===== src/rtl/fork_pkg.sv =====
// Shared types and sizing helpers for the clocked 3-way fork controller.
package fork_pkg;

  localparam int unsigned NUM_BRANCH  = 3;
  localparam int unsigned SETUP_CNT_W = 4;

  typedef enum logic [2:0] {
    IDLE,
    SETUP,
    REQ_HI,
    REQ_LO,
    ERR
  } state_e;

  // Width able to hold 0..t; a disabled timeout (t == 0) still gets one bit.
  function automatic int unsigned tmo_cnt_w(input int unsigned t);
    return (t < 1) ? 1 : $clog2(t + 1);
  endfunction

endpackage


===== src/rtl/ack_sync.sv =====
// Multi-flop synchronizer for one asynchronous acknowledge, synchronous reset to 0.
module ack_sync #(
  parameter int unsigned STAGES = 2
) (
  input  logic clk_i,
  input  logic rst_i,
  input  logic async_i,
  output logic sync_o
);

  logic [STAGES-1:0] sync_q;

  always_ff @(posedge clk_i) begin
    if (rst_i) begin
      sync_q <= '0;
    end else begin
      sync_q <= {sync_q[STAGES-2:0], async_i};
    end
  end

  assign sync_o = sync_q[STAGES-1];

endmodule


===== src/rtl/fork3_sync.sv =====
// Clocked 3-way fork: accepts a valid/ready token, holds data_o, runs a 4-phase
// req/ack handshake on each enabled asynchronous branch and joins the acks.
module fork3_sync
  import fork_pkg::*;
#(
  parameter int unsigned DW          = 32,
  parameter int unsigned SETUP_CYC   = 1,
  parameter int unsigned SYNC_STAGES = 2,
  parameter int unsigned TIMEOUT_CYC = 1024
) (
  input  logic          clk_i,
  input  logic          rst_i,
  input  logic          valid_i,
  output logic          ready_o,
  input  logic [DW-1:0] data_i,
  input  logic [2:0]    mask_i,
  output logic [DW-1:0] data_o,
  output logic          req_out1_o,
  output logic          req_out2_o,
  output logic          req_out3_o,
  input  logic          ack_out1_i,
  input  logic          ack_out2_i,
  input  logic          ack_out3_i,
  output logic          busy_o,
  output logic          done_o,
  output logic          error_o
);

  localparam int unsigned TMO_W     = tmo_cnt_w(TIMEOUT_CYC);
  localparam int unsigned TMO_LIMIT = (TIMEOUT_CYC == 0) ? 0 : TIMEOUT_CYC - 1;
  localparam int unsigned PRIME_W   = $clog2(SYNC_STAGES + 1);

  state_e                 state_q, state_d;
  logic [SETUP_CNT_W-1:0] setup_cnt_q, setup_cnt_d;
  logic [TMO_W-1:0]       tmo_cnt_q, tmo_cnt_d;
  logic [PRIME_W-1:0]     prime_cnt_q, prime_cnt_d;
  logic [DW-1:0]          data_q, data_d;
  logic [NUM_BRANCH-1:0]  en_q, en_d;
  logic [NUM_BRANCH-1:0]  req_q, req_d;
  logic                   done_q, done_d;
  logic                   error_q, error_d;

  logic [NUM_BRANCH-1:0]  ack_async;
  logic [NUM_BRANCH-1:0]  ack_s;
  logic                   all_hi, all_lo;
  logic                   primed;
  logic                   tmo_hit;
  logic [TMO_W-1:0]       tmo_inc;
  logic                   accept;

  assign ack_async = {ack_out3_i, ack_out2_i, ack_out1_i};

  for (genvar k = 0; k < NUM_BRANCH; k++) begin : g_ack_sync
    ack_sync #(
      .STAGES (SYNC_STAGES)
    ) u_ack_sync (
      .clk_i   (clk_i),
      .rst_i   (rst_i),
      .async_i (ack_async[k]),
      .sync_o  (ack_s[k])
    );
  end

  assign all_hi = &(ack_s | ~en_q);
  assign all_lo = ~|(ack_s & en_q);

  // Synchronizers read 0 right after reset even if acks are still high, so
  // acceptance waits until the chain has refilled with real ack levels.
  assign primed = (prime_cnt_q == PRIME_W'(SYNC_STAGES));

  assign ready_o = !rst_i && primed && (state_q == IDLE) && (ack_s == '0);
  assign accept  = valid_i && ready_o;

  assign tmo_hit = (TIMEOUT_CYC != 0) && (tmo_cnt_q == TMO_W'(TMO_LIMIT));
  assign tmo_inc = (tmo_cnt_q == '1) ? tmo_cnt_q : tmo_cnt_q + 1'b1;

  always_comb begin
    state_d     = state_q;
    setup_cnt_d = setup_cnt_q;
    tmo_cnt_d   = tmo_cnt_q;
    prime_cnt_d = primed ? prime_cnt_q : prime_cnt_q + 1'b1;
    data_d      = data_q;
    en_d        = en_q;
    req_d       = req_q;
    done_d      = 1'b0;
    error_d     = error_q;

    unique case (state_q)
      IDLE: begin
        if (accept) begin
          data_d = data_i;
          en_d   = mask_i;
          if (mask_i != '0) begin
            state_d     = SETUP;
            setup_cnt_d = '0;
            tmo_cnt_d   = '0;
          end else begin
            done_d = 1'b1;
          end
        end
      end
      SETUP: begin
        if (setup_cnt_q == SETUP_CNT_W'(SETUP_CYC)) begin
          state_d = REQ_HI;
          req_d   = en_q;
        end else begin
          setup_cnt_d = setup_cnt_q + 1'b1;
        end
      end
      REQ_HI: begin
        // Acks dropping early are ignored: all_hi is a level test only.
        if (all_hi) begin
          state_d   = REQ_LO;
          req_d     = '0;
          tmo_cnt_d = '0;
        end else if (tmo_hit) begin
          state_d = ERR;
          req_d   = '0;
          error_d = 1'b1;
        end else begin
          tmo_cnt_d = tmo_inc;
        end
      end
      REQ_LO: begin
        if (all_lo) begin
          state_d = IDLE;
          done_d  = 1'b1;
        end else if (tmo_hit) begin
          state_d = ERR;
          req_d   = '0;
          error_d = 1'b1;
        end else begin
          tmo_cnt_d = tmo_inc;
        end
      end
      ERR: begin
        req_d   = '0;
        error_d = 1'b1;
      end
      default: begin
        state_d = IDLE;
        req_d   = '0;
      end
    endcase
  end

  always_ff @(posedge clk_i) begin
    if (rst_i) begin
      state_q     <= IDLE;
      setup_cnt_q <= '0;
      tmo_cnt_q   <= '0;
      prime_cnt_q <= '0;
      data_q      <= '0;
      en_q        <= '0;
      req_q       <= '0;
      done_q      <= 1'b0;
      error_q     <= 1'b0;
    end else begin
      state_q     <= state_d;
      setup_cnt_q <= setup_cnt_d;
      tmo_cnt_q   <= tmo_cnt_d;
      prime_cnt_q <= prime_cnt_d;
      data_q      <= data_d;
      en_q        <= en_d;
      req_q       <= req_d;
      done_q      <= done_d;
      error_q     <= error_d;
    end
  end

  assign data_o     = data_q;
  assign req_out1_o = req_q[0];
  assign req_out2_o = req_q[1];
  assign req_out3_o = req_q[2];
  assign busy_o     = (state_q != IDLE);
  assign done_o     = done_q;
  assign error_o    = error_q;

endmodule


===== config.mk =====
export PLATFORM = sky130hd
export DESIGN_NAME = fork3_sync
export DESIGN_NICKNAME = d
export VERILOG_FILES = /design/src/rtl/fork_pkg.sv /design/src/rtl/ack_sync.sv /design/src/rtl/fork3_sync.sv
export SDC_FILE = /design/constraint.sdc
export NUM_CORES = 1
export LEC_CHECK = 0
export CAP_MARGIN = 15
export CORE_MARGIN = 2
export CORE_UTILIZATION = 40
export DETAILED_ROUTE_END_ITERATION = 8
export PLACE_DENSITY_LB_ADDON = 0.12
export SETUP_SLACK_MARGIN = 0.02
export SLEW_MARGIN = 20
export SYNTH_ARGS = -nofsm -noshare
export SYNTH_HDL_FRONTEND = slang
export SYNTH_HIERARCHICAL = 1
export SYNTH_SLANG_ARGS = --single-unit

===== constraint.sdc =====
create_clock -name clk_i -period 3.4 [get_ports clk_i]
set_input_delay 0.68 -clock clk_i [delete_from_list [all_inputs] [get_ports clk_i]]
set_output_delay 0.68 -clock clk_i [all_outputs]
set_load 0.1 [all_outputs]

==> impl_metrics.env <==
export IMPL_startpoint_type="flip-flop"
export IMPL_pre_cts_ws_ns=0.3499
export IMPL_synth_largest_area_cell="dfxtp_1"
export IMPL_fin_skew_ns=0.007581
export IMPL_timing_final_crit_share_pct=84.90
export IMPL_hold_end="tmo_cnt_q[10]"
export IMPL_seq_area_frac_synth_pct=50.53
export IMPL_core_sq_um=6350
export IMPL_drt_first_pass_iters=4
export IMPL_finalCriticalPeriod_ns=2.886
export IMPL_grt_use_total_pct=17.60
export IMPL_yosysTopAreaCellShare_pct=50.53
export IMPL_fillers=599
export IMPL_cts_setup_buffers=0
export IMPL_via_count=2369
export IMPL_clock_sinks=66
export IMPL_rows=29
export IMPL_antenna_found_initial=0
export IMPL_critPathMaxFanout=11
export IMPL_irDropWorstVdd_v=0.0002825
export IMPL_drive_above_1_share_pct=9.160
export IMPL_mostFrequentLayoutCells="75 x nand2_1, 66 x dfxtp_1, 63 x clkdlybuf4s50_1, 47 x a21oi_1, 18 x buf_4"
export IMPL_cts_tree="done"
export IMPL_grt_max_degree=54
export IMPL_clk_pin_slew_ns=0.07
export IMPL_setup_tns_ns=0
export IMPL_clockBufferDepth=2
export IMPL_drtAntennaViolNets=0
export IMPL_min_path_type="flip-flop to flip-flop"
export IMPL_die_x_microns=84.86
export IMPL_htree_levels=3
export IMPL_cts_buffers=9
export IMPL_wl_per_cell_microns=12.86
export IMPL_pin_count=80
export IMPL_holdBufCountCts=0
export IMPL_fin_nets=434
export IMPL_cp_end_kind="flip-flop"
export IMPL_dpl_hpwl_microns=4135
export IMPL_syn_nets=360
export IMPL_cp_arrival_ns=3.15
export IMPL_synth_edf_count=0
export IMPL_async_reset_ff_share_pct=0
export IMPL_synthCells=315
export IMPL_power_mw=1.813
export IMPL_yosysUniqueCellTypes=40
export IMPL_reg2reg_depth=7
export IMPL_clock_latency_ns=0.34
export IMPL_via_per_inst=5.040
export IMPL_max_freq_mhz=346.4
export IMPL_ys_warn_count=6
export IMPL_whs_path_depth=2
export IMPL_placement_io_buffers=79
export IMPL_required_ns=3.67
export IMPL_grt_pass1_wl_microns=10150
export IMPL_drcViolationCount=0
export IMPL_root_buffer="clkbuf_8"
export IMPL_overflow=0
export IMPL_rsz0062_at_grt="false"
export IMPL_maxCapViolCount=0
export IMPL_synthFlopType="dfxtp_1"
export IMPL_die_area_sq_um=7200
export IMPL_ys_seq_elements=66
export IMPL_post_cts_resize_count=0
export IMPL_relSlewSlack_pct=34.37
export IMPL_synth_top_cells_by_area="dfxtp_1 51%, nand2_1 11%, a21oi_1 9.0%"
export IMPL_setup_viol=0
export IMPL_hp_start="tmo_cnt_q[10]"
export IMPL_syn_cell_area_sq_um=2615
export IMPL_tightest_slew_ns=0.9814
export IMPL_reg2reg_slack_ns=0.51
export IMPL_routed_wl_microns=6046
export IMPL_drtIter0Drc=112
export IMPL_area_growth_pct=37.80
export IMPL_p_per_area_nw_per_um2=503.2
export IMPL_die_y_microns=84.86
export IMPL_reg2reg_to="tmo_cnt_q[5]"
export IMPL_final_common_cell="nand2_1"
export IMPL_r2r_start="prime_cnt_q[0]"
export IMPL_fin_ws_ns=0.5135
export IMPL_status="finished, final reports clean"
export IMPL_hold_viol=0
export IMPL_maxSlewViolCount=0
export IMPL_gp_congestion=0.8425
export IMPL_diodes=0
export IMPL_crit_type="flip-flop to flip-flop"
export IMPL_syn_area_per_cell_sq_um=8.302
export IMPL_grt_pass1_vias=2144
export IMPL_finish_utilization_pct=56.75
export IMPL_start_util_pct=41.18
export IMPL_p_leak_nw=1.273
==> area by class of cell <==
cell class	count	area, sq um	area share [%]
timing repair buffer	82	770.7	21.39
tap	77	96.34	2.674
sequential	66	1321	36.67
multi-input combinational	221	1196	33.19
clock buffer	12	145.1	4.028
inverter	9	33.78	0.9375
clock inverter	3	40.04	1.111
==> power breakdown <==
group / total [mW] / internal, mW / switching (mW)
sequential: 0.833 / 0.809 / 0.0237
combinational: 0.349 / 0.121 / 0.229
clock: 0.631 / 0.353 / 0.278
total: 1.81 / 1.28 / 0.531
==> synth_stat cells, types with 2 or more instances <==
library cell  number
inv_1              9
xnor2_1            3
a21o_1             3
o31ai_1            2
dfxtp_1           66
a22o_1             3
and3_1             2
a211oi_1           6
nor2b_1            9
nand3_1            5
a31oi_1            3
clkbuf_1          16
or3_1              6
nor3_1             5
nor2_1            15
or4_1              3
nand2b_1           3
o21ai_0            4
xor2_1             2
nor4_1             5
ha_1               4
a21oi_1           47
nand4_1            3
nand2_1           75
==> how the worst max path moves through the flow <==
stage                         startpoint            to  slack (ns)  cells after the start
after floorplan               state_q[1]       ready_o        0.38                      4
after global placement         mask_i[0]  tmo_cnt_q[5]        0.39                      6
after detailed placement       mask_i[0]  tmo_cnt_q[5]        0.35                      6
after CTS                 prime_cnt_q[0]  tmo_cnt_q[5]        0.50                      7
after global routing      prime_cnt_q[0]  tmo_cnt_q[5]        0.33                      7
final                     prime_cnt_q[0]  tmo_cnt_q[5]        0.51                      7
==> routing by layer <==
| layer | part of all wire (%) | global-route usage (%) | vias to the layer above |
|---|---|---|---|
| li1 | - | - | 1228 |
| met1 | 45 | 22.13 | 1068 |
| met2 | 47 | 27.77 | 67 |
| met3 | 7.1 | 6.809 | 6 |
| met4 | 0.94 | 6.061 | 0 |
| met5 | 0 | 0 | - |
==> per-stage QoR <==
stage	hold slack, ns	instances	cell area, sq um
2_1_floorplan	0.4032	315	2626
3_3_place_gp	0.4158	455	3418
3_5_place_dp	0.4249	455	3418
4_1_cts	0.4363	470	3603
5_1_grt	0.4538	470	3603
6_report	0.4329	470	3603
==> state kept, by name, indices dropped and copies added (netlist names) <==
signal,cells
prime_cnt_q,2
en_q,3
g_ack_sync.u_ack_sync/sync_q,6
error_o,1
tmo_cnt_q,11
done_o,1
data_o,32
state_q,3
setup_cnt_q,4
req_q,3
==> logic make-up after synthesis <==
logic type      share of synthesized area, %
simple gates                           23.78
compound gates                         17.37
flops                                  50.53
buf+inv                                4.354
xor+xnor                               1.675
fa+ha+maj                              1.914
mux                                   0.3828
==> worst max-delay path: stages (launching register included) <==
cell and delay [ns]:
dfxtp_1 0.32, inv_1 0.05, ha_1 0.20, or4b_4 0.52, or4_1 0.65, a211o_1 0.44, or4_1 0.50, a21oi_1 0.15
Note: power is estimated with default switching activity, not from simulation.
==> edit: new RTL, same settings <==
Register the output `error_o` once more, with the module's reset; this adds one clock of latency there. The other outputs are not delayed to match.
--- a/src/rtl/fork3_sync.sv
+++ b/src/rtl/fork3_sync.sv
@@ -176,3 +176,9 @@
   assign done_o     = done_q;
-  assign error_o    = error_q;
+  always_ff @(posedge clk_i) begin
+    if (rst_i) begin
+      error_o <= '0;
+    end else begin
+      error_o <= error_q;
+    end
+  end
 
Formal check against the unedited RTL: no difference found for any inputs over 10 cycles, from zero or initial values and one cycle with rst_i high; that may be too few to reach the edited logic, so the function may still have changed.
==> edit against the original RTL <==
- synthesized area up 5.3%
- routed wire length up 6.4%
- setup slack better by 360 ps
- utilization down 0.32 points
- sequential cell count up 1
- cell area up 5.2%
- fmax up 14%
- via count up 4.5%
- first-iteration DRC count down 5.4%
- power up 13%
- critical endpoint is now data_o[28]
- largest cell class unchanged
==> edit: results (changes against the original RTL) <==
metric	value	unit	change
status	finished, final reports clean		unchanged
cp_top_family	buffers and inverters		was simple AND/OR/NAND/NOR gates
grt_first_pass_wirelength	10.4	mm	was 10.1 mm
ys_seq_elements	67		was 66
r2r_start	state_q[0]$_SDFFE_PP0P_		was prime_cnt_q[0]$_SDFFE_PP0P_
p_leak	1.28	nW	was 1.27 nW
n_fill_cell	626		was 599
grt.total_usage	17.2	%	was 17.6%
grt_max_degree	56		was 54
r2r_setup_slack	1200	ps	was 510 ps
cp-endpoint	data_o[28]		was tmo_cnt_q[5]$_SDFFE_PP0P_
arrival	1840	ps	was 3150 ps
bufAreaShareNonClock	21.1	%	was 21.4%
hp-start	g_ack_sync[0].u_ack_sync/sync_q[0]$_SDFF_PP0_		was tmo_cnt_q[10]$_SDFFE_PP0P_
worst_path_largest_cell_delay	1150	ps	was 650 ps
rr_endpoint	data_o[18]$_SDFFE_PP0P_		was tmo_cnt_q[5]$_SDFFE_PP0P_
inverters	8		was 9
path_max_fanout	2		was 11
synth-adder-area-share	1.82	%	was 1.91%
drt_iter0_markers	106		was 112
final-clk-cell-share	5.74	%	was 5.14%
seq_share	35.4	%	was 36.7%
ir_worst_vdd	0.368	mV	was 0.283 mV
synthMuxAreaShare	0	%	was 0.383%
min_to	g_ack_sync[0].u_ack_sync/sync_q[1]$_SDFF_PP0_		was tmo_cnt_q[10]$_SDFFE_PP0P_
wire_per_inst	13.2	um	was 12.9 um
ys_top_cells_by_count	nand2_1 (79), dfxtp_1 (67), a21oi_1 (47), nor2_1 (14)		was nand2_1 (75), dfxtp_1 (66), a21oi_1 (47), clkbuf_1 (16), nor2_1 (15)
synthTopCellsByArea	dfxtp_1 (49%), nand2_1 (11%), a21oi_1 (8.5%)		was dfxtp_1 (51%), nand2_1 (11%), a21oi_1 (9.0%)
slowest_stage	clkdlybuf4s50_1		was or4_1
synthXorXnorAreaFrac	1.59	%	was 1.67%
synth_compound_area_share	16.5	%	was 17.4%
drive_above_1_share	10.0	%	was 9.16%
ys_seq_area_share	48.7	%	was 50.5%
dp_hpwl	4.35	mm	was 4.13 mm
nMultiInputCombCells	235		was 221
first_global_vias	2257		was 2144
synthDistinctLibCells	54		was 40
worstRegToRegCells	6		was 7
p_total	2.05	mW	was 1.81 mW
crit_start	data_o[28]$_SDFFE_PP0P_		was prime_cnt_q[0]$_SDFFE_PP0P_
finClkSkew	11.2	ps	was 7.58 ps
nNetsFinal	448		was 434
==> edit: cell count changes in the layout (fill, tap and decap cells not counted), moves of 3 or more <==
cell,change
o21ai_1,+5
clkdlybuf4s50_1,+6
nor3_1,+3
nand2_1,+4
a21o_1,-3
buf_4,-7
a211oi_1,-5
clkinvlp_4,+4
or3_1,+3
==> edit: power by group <==
| part | switching (mW) | total, mW | internal, mW |
|---|---|---|---|
| clock network | 0.312 | 0.725 | 0.413 |
| logic | 0.299 | 0.457 | 0.157 |
| registers | 0.0420 | 0.869 | 0.827 |
==> edit: stage by stage <==
stage,cell area [sq um],hold WS [ps],std cells,worst slack (ps)
2_1_floorplan,2760,414,328,313
3_3_place_gp,3570,418,472,710
3_5_place_dp,3570,425,472,668
4_1_cts,3790,445,488,857
5_1_grt,3790,460,488,825
6_report,3790,442,488,878
==> edit: layer usage <==
layer  routed length, um  up-vias  GRT usage [%]
met4                 116        0           7.39
met1                3040     1130           22.7
met2                2910       57           26.2
met5                   0        -              0
met3                 372       10           4.93
li1                    -     1278              -
